`src/rtl/channel_pkg.sv`:
```
// -----------------------------------------------------------------------------
// channel_pkg
//
// Shared definitions for the channel scheduler: source count, select width,
// hold-counter width, the scheduler state encoding, the destination encodings
// driven onto the demux select, and a one-hot helper.
//
// No ports (package).
// -----------------------------------------------------------------------------
package channel_pkg;

    localparam int NUM_SRC = 4;   // switch groups competing for the channel
    localparam int SEL_W   = 2;   // width of mux / demux selects
    localparam int HOLD_W  = 8;   // width of the enable hold counter

    typedef enum logic [1:0] {
        IDLE    = 2'd0,
        SETUP   = 2'd1,
        XFER    = 2'd2,
        RELEASE = 2'd3
    } state_t;

    // Demux outputs, in select order.
    typedef enum logic [SEL_W-1:0] {
        DST_LIBRARY  = 2'd0,
        DST_FIREDEPO = 2'd1,
        DST_SCHOOL   = 2'd2,
        DST_RIBSHACK = 2'd3
    } dst_t;

    // One-hot source vector for a source index.
    function automatic logic [NUM_SRC-1:0] src_onehot(input logic [SEL_W-1:0] idx);
        return NUM_SRC'(1) << idx;
    endfunction

endpackage

```
`src/rtl/rr_arbiter.sv`:
```
// -----------------------------------------------------------------------------
// rr_arbiter
//
// Purely combinational round-robin pick among pending requests. The winner is
// the lowest index >= i_ptr that is requesting, wrapping modulo NUM_SRC.
//
// Ports:
//   i_req     in  NUM_SRC  pending requests, bit i = source i
//   i_ptr     in  SEL_W    first index to consider this round
//   o_winner  out SEL_W    index of the chosen source (0 when none)
//   o_valid   out 1        at least one request is pending
// -----------------------------------------------------------------------------
module rr_arbiter
    import channel_pkg::*;
(
    input  logic [NUM_SRC-1:0] i_req,
    input  logic [SEL_W-1:0]   i_ptr,
    output logic [SEL_W-1:0]   o_winner,
    output logic               o_valid
);

    logic [SEL_W-1:0] w_idx;

    // NOTE: every signal written here is given a default before the loop, so
    // no path leaves a value unassigned and no latch is inferred.
    always_comb begin
        o_valid  = |i_req;
        o_winner = '0;
        w_idx    = '0;
        // Scan from the farthest offset back to the pointer so the closest
        // requester (smallest rotated offset) is the last to assign and wins.
        for (int k = NUM_SRC - 1; k >= 0; k--) begin
            w_idx = i_ptr + SEL_W'(k);   // 2-bit add wraps modulo NUM_SRC
            if (i_req[w_idx]) begin
                o_winner = w_idx;
            end
        end
    end

endmodule

```
`src/rtl/channel_scheduler.sv`:
```
// -----------------------------------------------------------------------------
// channel_scheduler
//
// Sequencing controller for the shared 4-bit send/receive channel. Four
// sources compete for the single mux -> demux path. An idle request is
// arbitrated round-robin, the winner's destination is latched, and the
// selects are presented for one SETUP cycle before the shared enable is held
// for HOLD_CYCLES cycles. A RELEASE cycle with the enable low then acks the
// winner, so select changes never happen while the enable is high.
//
// Parameters:
//   HOLD_CYCLES  cycles chan_en stays high per transfer (1..255)
//
// Ports:
//   clk      in   1  system clock, rising edge
//   reset    in   1  synchronous, active-high reset
//   req      in   4  per-source transfer request
//   req_dst  in   8  destination per source, bits [2i+1:2i] for source i
//   src_sel  out  2  mux select (granted source)
//   dst_sel  out  2  demux select (latched destination of granted source)
//   chan_en  out  1  shared mux/demux enable
//   grant    out  4  one-hot owner, SETUP through RELEASE
//   ack      out  4  one-cycle pulse to the served source in RELEASE
//   busy     out  1  high whenever not IDLE
// -----------------------------------------------------------------------------
module channel_scheduler
    import channel_pkg::*;
#(
    parameter int unsigned HOLD_CYCLES = 4
) (
    input  logic                      clk,
    input  logic                      reset,
    input  logic [NUM_SRC-1:0]        req,
    input  logic [NUM_SRC*SEL_W-1:0]  req_dst,
    output logic [SEL_W-1:0]          src_sel,
    output logic [SEL_W-1:0]          dst_sel,
    output logic                      chan_en,
    output logic [NUM_SRC-1:0]        grant,
    output logic [NUM_SRC-1:0]        ack,
    output logic                      busy
);

    // Value loaded in SETUP; XFER then runs while the counter walks down to 0,
    // which gives exactly HOLD_CYCLES enable cycles.
    localparam logic [HOLD_W-1:0] HOLD_LOAD = HOLD_W'(HOLD_CYCLES - 1);

    // ---------------------------------------------------------------------
    // State and registered outputs
    // ---------------------------------------------------------------------
    state_t               r_state;
    logic [SEL_W-1:0]     r_ptr;
    logic [HOLD_W-1:0]    r_hold_cnt;
    logic [SEL_W-1:0]     r_src_sel;
    dst_t                 r_dst_sel;
    logic [NUM_SRC-1:0]   r_grant;
    logic                 r_chan_en;
    logic [NUM_SRC-1:0]   r_ack;
    logic                 r_busy;

    // ---------------------------------------------------------------------
    // Next-state values
    // ---------------------------------------------------------------------
    state_t               w_next_state;
    logic [SEL_W-1:0]     w_next_ptr;
    logic [HOLD_W-1:0]    w_next_hold_cnt;
    logic [SEL_W-1:0]     w_next_src_sel;
    dst_t                 w_next_dst_sel;
    logic [NUM_SRC-1:0]   w_next_grant;
    logic                 w_next_chan_en;
    logic [NUM_SRC-1:0]   w_next_ack;
    logic                 w_next_busy;

    // Arbiter result
    logic [SEL_W-1:0]     w_winner;
    logic                 w_arb_valid;

    rr_arbiter u_rr_arbiter (
        .i_req    (req),
        .i_ptr    (r_ptr),
        .o_winner (w_winner),
        .o_valid  (w_arb_valid)
    );

    // ---------------------------------------------------------------------
    // Next-state and next-output logic
    // ---------------------------------------------------------------------
    always_comb begin
        w_next_state    = r_state;
        w_next_ptr      = r_ptr;
        w_next_hold_cnt = r_hold_cnt;
        w_next_src_sel  = r_src_sel;
        w_next_dst_sel  = r_dst_sel;
        w_next_grant    = r_grant;

        unique case (r_state)
            IDLE: begin
                // req / req_dst are only looked at here; the selects keep
                // their last values until a new winner is latched.
                if (w_arb_valid) begin
                    w_next_src_sel = w_winner;
                    w_next_dst_sel = dst_t'(req_dst[{w_winner, 1'b0} +: SEL_W]);
                    w_next_grant   = src_onehot(w_winner);
                    w_next_state   = SETUP;
                end
            end

            SETUP: begin
                w_next_hold_cnt = HOLD_LOAD;
                w_next_state    = XFER;
            end

            XFER: begin
                // Counter saturates at 0 so it can never wrap; the last
                // enable cycle is the one that sees 0.
                if (r_hold_cnt != '0) begin
                    w_next_hold_cnt = r_hold_cnt - 1'b1;
                end else begin
                    w_next_state = RELEASE;
                end
            end

            RELEASE: begin
                w_next_ptr   = r_src_sel + 1'b1;   // wraps 3 -> 0
                w_next_grant = '0;
                w_next_state = IDLE;
            end

            default: begin
                w_next_state = IDLE;
            end
        endcase

        // Outputs are decoded from the next state and registered, so each
        // one changes exactly on the edge that enters the corresponding state.
        w_next_chan_en = (w_next_state == XFER);
        w_next_ack     = (w_next_state == RELEASE) ? w_next_grant : '0;
        w_next_busy    = (w_next_state != IDLE);
    end

    // ---------------------------------------------------------------------
    // State register
    // ---------------------------------------------------------------------
    // NOTE: sequential state uses non-blocking assignments so every register
    // samples the pre-edge values, independent of statement order.
    always_ff @(posedge clk) begin
        // NOTE: every register is reset here, including the pointer and hold
        // counter; an in-flight transfer is dropped with no ack.
        if (reset) begin
            r_state    <= IDLE;
            r_ptr      <= '0;
            r_hold_cnt <= '0;
            r_src_sel  <= '0;
            r_dst_sel  <= DST_LIBRARY;
            r_grant    <= '0;
            r_chan_en  <= 1'b0;
            r_ack      <= '0;
            r_busy     <= 1'b0;
        end else begin
            r_state    <= w_next_state;
            r_ptr      <= w_next_ptr;
            r_hold_cnt <= w_next_hold_cnt;
            r_src_sel  <= w_next_src_sel;
            r_dst_sel  <= w_next_dst_sel;
            r_grant    <= w_next_grant;
            r_chan_en  <= w_next_chan_en;
            r_ack      <= w_next_ack;
            r_busy     <= w_next_busy;
        end
    end

    // ---------------------------------------------------------------------
    // Outputs
    // ---------------------------------------------------------------------
    assign src_sel = r_src_sel;
    assign dst_sel = r_dst_sel;
    assign chan_en = r_chan_en;
    assign grant   = r_grant;
    assign ack     = r_ack;
    assign busy    = r_busy;

endmodule

```
`config.mk`:
```
export PLATFORM = sky130hd
export DESIGN_NAME = channel_scheduler
export DESIGN_NICKNAME = d
export VERILOG_FILES = /design/src/rtl/channel_pkg.sv /design/src/rtl/rr_arbiter.sv /design/src/rtl/channel_scheduler.sv
export SDC_FILE = /design/constraint.sdc
export NUM_CORES = 1
export LEC_CHECK = 0
export ABC_AREA = 1
export BUFFER_PORTS_ARGS = -buffer_cell sky130_fd_sc_hd__buf_2
export CORE_MARGIN = 10
export CORE_UTILIZATION = 50
export CTS_BUF_LIST = sky130_fd_sc_hd__clkbuf_4 sky130_fd_sc_hd__clkbuf_8
export DETAILED_ROUTE_END_ITERATION = 8
export PLACE_DENSITY = 0.74
export RECOVER_POWER = 100
export SETUP_SLACK_MARGIN = 0.02
export SKIP_LAST_GASP = 1
export SYNTH_ARGS = -nofsm -noshare
export SYNTH_HDL_FRONTEND = slang
export SYNTH_HIERARCHICAL = 1
export SYNTH_SLANG_ARGS = --single-unit
```
`constraint.sdc`:
```
create_clock -name clk -period 2 [get_ports clk]
set_input_delay 0.4 -clock clk [delete_from_list [all_inputs] [get_ports clk]]
set_output_delay 0.4 -clock clk [all_outputs]
set_load 0.02 [all_outputs]
```
Word level (Yosys, flattened, before mapping):

Cells that the tools add are included.

* register bits after elaboration: 26
* bits in latches: 0
* memory bits (writable): 0
* ROM bits: 0
* bits of input ports: 14
* output and inout bits: 14
* logic and storage cells: 54
* memories: 0

* $add $sub $neg: 5
* $mul: 0
* divide/modulo/power cells: 0
* order comparisons: 4
* equality and inequality tests: 6
* shift-type cells: 2
* mux-type cells: 19
* bitwise gates (word level): 1
* reduce and logical (&&, ||, !) cells: 8

Operators by type and width (count)
* $pmux W8 S2: 1
* $lt A2 B3 Y1 const B: 4
* $mux W2: 6
* $bmux W1 S2: 4
* $eq A2 B2 Y1 const B: 4
* $mux W8: 1
* $pmux W2 S4: 1
* $pmux W4 S2: 1
* $reduce_bool A8 Y1: 1
* $shiftx A8 B4 Y2: 1
* $sub A8 B1 Y8 const B: 1
* $add A2 B1 Y2 const B: 2
* $add A2 B2 Y2 const B: 2
* $mux W1: 4
* $mux W4: 1
* $reduce_and A2 Y1: 2
* $reduce_bool A2 Y1: 2
* $reduce_or A4 Y1: 1
* $shl A1 B2 Y4 const A: 1
* $eq A2 B1 Y1 const B: 1
* $logic_not A2 Y1: 1
* $ne A2 B2 Y1 const B: 1
* $reduce_or A2 Y1: 1
* $not A1 Y1: 1

Depth between registers and ports, before layout:

* depth after elaboration: 10
* gate-level depth with buffers: 16
* depth with buffers taken out: 16

By module:

Netlist, hierarchy kept.

Modules (own cells, without submodules)
* channel_scheduler: instances 1, cells an instance 160, area an instance 1204.9 µm², sequential area each 520.5 µm²
* rr_arbiter: instances 1, cells an instance 46, area an instance 188.9 µm², sequential area each 0.0 µm²

Least setup slack after synthesis:

Ideal clock, no wire load.

* path type: reg2reg
* start: reg r_ptr[0]
* end: reg r_dst_sel[1], in the netlist dst_sel[1]
* setup time: 117 ps
* arrival time: 1566 ps
* slack: 316 ps
* stages on the path, launching flop included: 15
* buffers on the path: 1
* period minus slack after synthesis: 1684 ps
* cell sequence: dfxtp_1 -> inv_2 -> nand2_1 -> nand2_1 -> nor2_1 -> nand2_1 -> nand3_1 -> nand3_1 -> nand2_1 -> clkbuf_1 -> nor2_1 -> a22oi_1 -> nand3_1 -> nor2_1 -> nor2_1

* cells in the longest elaborated chain, start to end: 8

RTL lines
* start: declaration: RTL line channel_scheduler.sv:51 `logic [SEL_W-1:0] r_ptr;`
* start signal: assignment: RTL line channel_scheduler.sv:160 `r_ptr <= w_next_ptr;`
* $add A2 B2 Y2: RTL line rr_arbiter.sv:33 `w_idx = i_ptr + SEL_W'(k);`
* $bmux W1 S2: RTL line rr_arbiter.sv:34 `if (i_req[w_idx]) begin`
* $mux W1 (not written as such): RTL line rr_arbiter.sv:34
* $mux W2 (3 in a row): RTL line rr_arbiter.sv:34
* $mux W2 (*): RTL line rr_arbiter.sv:34
* net w_winner[1]: RTL line channel_scheduler.sv:74 `logic [SEL_W-1:0] w_winner;`
* $shiftx A8 B4 Y2 (*): RTL line channel_scheduler.sv:101 `w_next_dst_sel = dst_t'(req_dst[{w_winner, 1'b0} +: SEL_W]);`
* end signal: assignment: RTL line channel_scheduler.sv:163 `r_dst_sel <= w_next_dst_sel;`
* end: declaration: RTL line channel_scheduler.sv:54 `dst_t r_dst_sel;`

Mark *: on every way through the listed nets, which the timed path passes. The rest lies on a longest branch. The select of a mux whose other input is x is not followed.
A chain may end at the register's enable or synchronous reset.

Worst setup path after layout:

Ends and elaborated chain as after synthesis.

==> results by group <==
CTS
  • CTS Buf Count: 3
  • CTS root buffer: clkbuf_4
  • Worst skew pair latency: 0.32 ns
  • CTS tree: built
  • Max H-tree Level: 1
  • Hold_buf cts: 0
  • Sink Count: 26
  • Deepest clock path buffer count: 2
  • Worst-path clk slew: 0.14 ns

Min path
  • Worst hold path type: in -> reg

Placement
  • Placed Area: 0.00156 mm²
  • # port buffers: 27
  • DP Cell Count: 263
  • DPL Wire Length: 2420 µm
  • GP Congestion: 0.801

STA
  • Shortest period the worst path allows: 1.74 ns
  • Total Neg Setup Slack: 0 ns
  • Rel. slew slack: 78.0%
  • Fmax: 575 MHz
  • Least-Margin Pin Slew: 0.329 ns
  • Final hold violation count: 0
  • RSZ-0062 raised after global routing: no
  • Final worst-path cycle share: 87.0%
  • Final setup viols: 0
  • Setup Skew: 0.00602 ns
  • Fin. max-slew vios: 0

Run
  • Max-cap violations: 0

Routing
  • DR WL/cell: 10.9 µm
  • DRT antenna net count: 0
  • Post-Route WL: 2940 µm
  • DRT Pass-1 Iters: 4
  • DRC errors left: 0
  • Vias: 1,329
  • Avg Vias per Cell: 4.94
  • Iteration-0 DRC Markers: 50

Global route
  • Vias in the first global route: 1,282
  • Initial antenna violation count: 0
  • Global-route wire length before repair: 5160 µm
  • Gr usage total: 11.6%
  • GRT overflow: 0
  • Largest net degree at the start of global routing: 16

Setup path
  • Critical Path AT: 1.97 ns
  • Most common cell on crit path: nand2_1
  • Cell Chain, Critical Path: buf_4 -> nand2_1 -> nand2_1 -> nand2_2 -> nand2_1 -> nand2_1 -> nand2_1 -> nand2_1 -> nand2_1 -> inv_2 -> inv_2 -> nor2_1 -> a22oi_1 -> nand3_1 -> nor2_2 -> nor2_1
  • Max FO, Critical Path: 6
  • CP Class: reg -> reg
  • Worst Path Required: 2.23 ns
  • Startpoint Class: register
  • Max stage delay on crit path: 0.41 ns
  • Worst path slowest cell: dfxtp_4
  • CP Capture Type: register

Synthesis
  • Main synth FF type: dfxtp_1
  • Syn Std Cell Area: 0.00139 mm²
  • Cells after Synth: 206
  • Yosys Warn Count: 6
  • #FFs+latches synth: 26
  • Post-synth EDFFs: 0
  • Avg Cell Area, Syn: 6.77 µm²
  • Seq/Total Area, Yosys: 37.3%
  • Post-synthesis net count: 226
  • Area contributors post-synth: dfxtp_1, nand2_1, inv_1, nand3_1, nor2_1
  • Count leader, synth: nand2_1
  • Top-area cell type share of the netlist area: 37.3%
  • Cell taking the most area after synthesis: dfxtp_1
  • Post-synth top cells: nand2_1, inv_1, dfxtp_1, nor2_1, nand3_1
  • Async set-reset flop share out of synthesis: 0%
  • Yosys cell types: 21

Floorplan
  • Die area: 0.00530 mm²
  • Initial Util: 51.4%
  • Die X: 72.8 µm
  • Die Span Y: 72.8 µm
  • Rows: 19
  • Core area: 0.00271 mm²
  • Top-Level Pins: 28

Status
  • Status: complete, no violations

Finish
  • Cell area after layout: 0.00162 mm²
  • Post-Route Utilization: 59.6%
  • Nets: 259
  • Layout cells sized above 1: 14.3%
  • P&R area growth vs syn: 15.9%
  • N_diodes: 0
  • Post-Layout Cell Count: 269

Power and ir drop
  • Worst vdd rail ir drop: 0.862 mV
  • PnR Total Power: 2.43 mW
  • LEAKAGE: 0.792 nW
  • Pwr dens: 1500 mW/mm²
==> critical path: cells and delay by family, from the launching register on <==
family / cells / cell delay, ns
and+or+nand+nor: 12 / 0.81
DFF: 1 / 0.41
buffers and inverters: 3 / 0.25
AOI/OAI and AO/OA: 1 / 0.16
==> state kept, by name (all words and copies together) (netlist names) <==
signal      count
grant           4
ack             4
r_hold_cnt      8
dst_sel         2
r_ptr           2
busy            1
src_sel         2
r_state         2
chan_en         1
==> area by class of cell <==
type / instances / area, µm²
fillers: 293 / 1090
inverters: 30 / 115
well taps: 31 / 38.8
clock buffers: 3 / 22.5
clock inverters: 1 / 30.0
repair buffers: 30 / 140
multi-input cells: 148 / 743
flip-flops and latches: 26 / 526
==> stage by stage <==
stage	hold slack [ns]	worst slack [ns]
after global placement	0.491	0.133
after floorplan	0.475	0.316
after detailed placement	0.494	0.0991
after global routing	0.362	0.0295
after CTS	0.343	0.107
final	0.357	0.260
==> placed cells by master, fill, tap and decap left out, drive strengths merged <==
master and count:
bufinv 1, nand2 55, nor2 29, inv 30, o211ai 5, clkbuf 18
nand4 3, xnor2 2, a22oi 1, nand3 20, dfxtp 26, buf 15
a21oi 11, nor3 1, ha 6, o21ai 15
==> cell families (layout without fill, tap and decap cells) <==
kind of cell / after synthesis / count (layout) / share of synthesized area (%)
xor gates and xnor gates: 2 / 2 / 1.26
AOI/OAI and AO/OA: 32 / 32 / 13.4
DFF: 26 / 26 / 37.3
and+or+nand+nor: 108 / 108 / 33.5
buffers and inverters: 32 / 64 / 9.16
adders and majority gates: 6 / 6 / 5.39
==> power breakdown <==
group | total [mW] | leakage, nW | switching, mW | internal (mW)
Combinational | 1.28 | 0.549 | 0.843 | 0.434
Sequential | 0.793 | 0.215 | 0.109 | 0.684
Clock | 0.357 | 0.0279 | 0.155 | 0.202
Total | 2.43 | 0.792 | 1.11 | 1.32
==> final timing paths <==
check,startpoint,endpoint,slack [ns],cells after the start
worst max-delay path,r_ptr[0]$_SDFFE_PP0N_,dst_sel[1]$_SDFFE_PP0P_,0.26,16
worst min-delay path,reset,r_hold_cnt[5]$_SDFFE_PP0P_,0.36,2
worst min register to register,r_hold_cnt[1]$_SDFFE_PP0P_,r_hold_cnt[1]$_SDFFE_PP0P_,0.53,2
worst max register to register,r_ptr[0]$_SDFFE_PP0N_,dst_sel[1]$_SDFFE_PP0P_,0.26,16
==> metal layers <==
layer,GRT usage [%],part of all wire [%]
met1,12.6,45
met2,20.3,48
met3,3.54,6.3
met4,4.85,0.85
met5,0,0
==> what timing repair did <==
action                                 4_1_cts  5_1_grt
endpoints found under the hold margin        0        0
setup endpoints to repair                    0        2
resized for setup                            0        9
buffers inserted                             0        2
(Power assumes the default switching activity.)
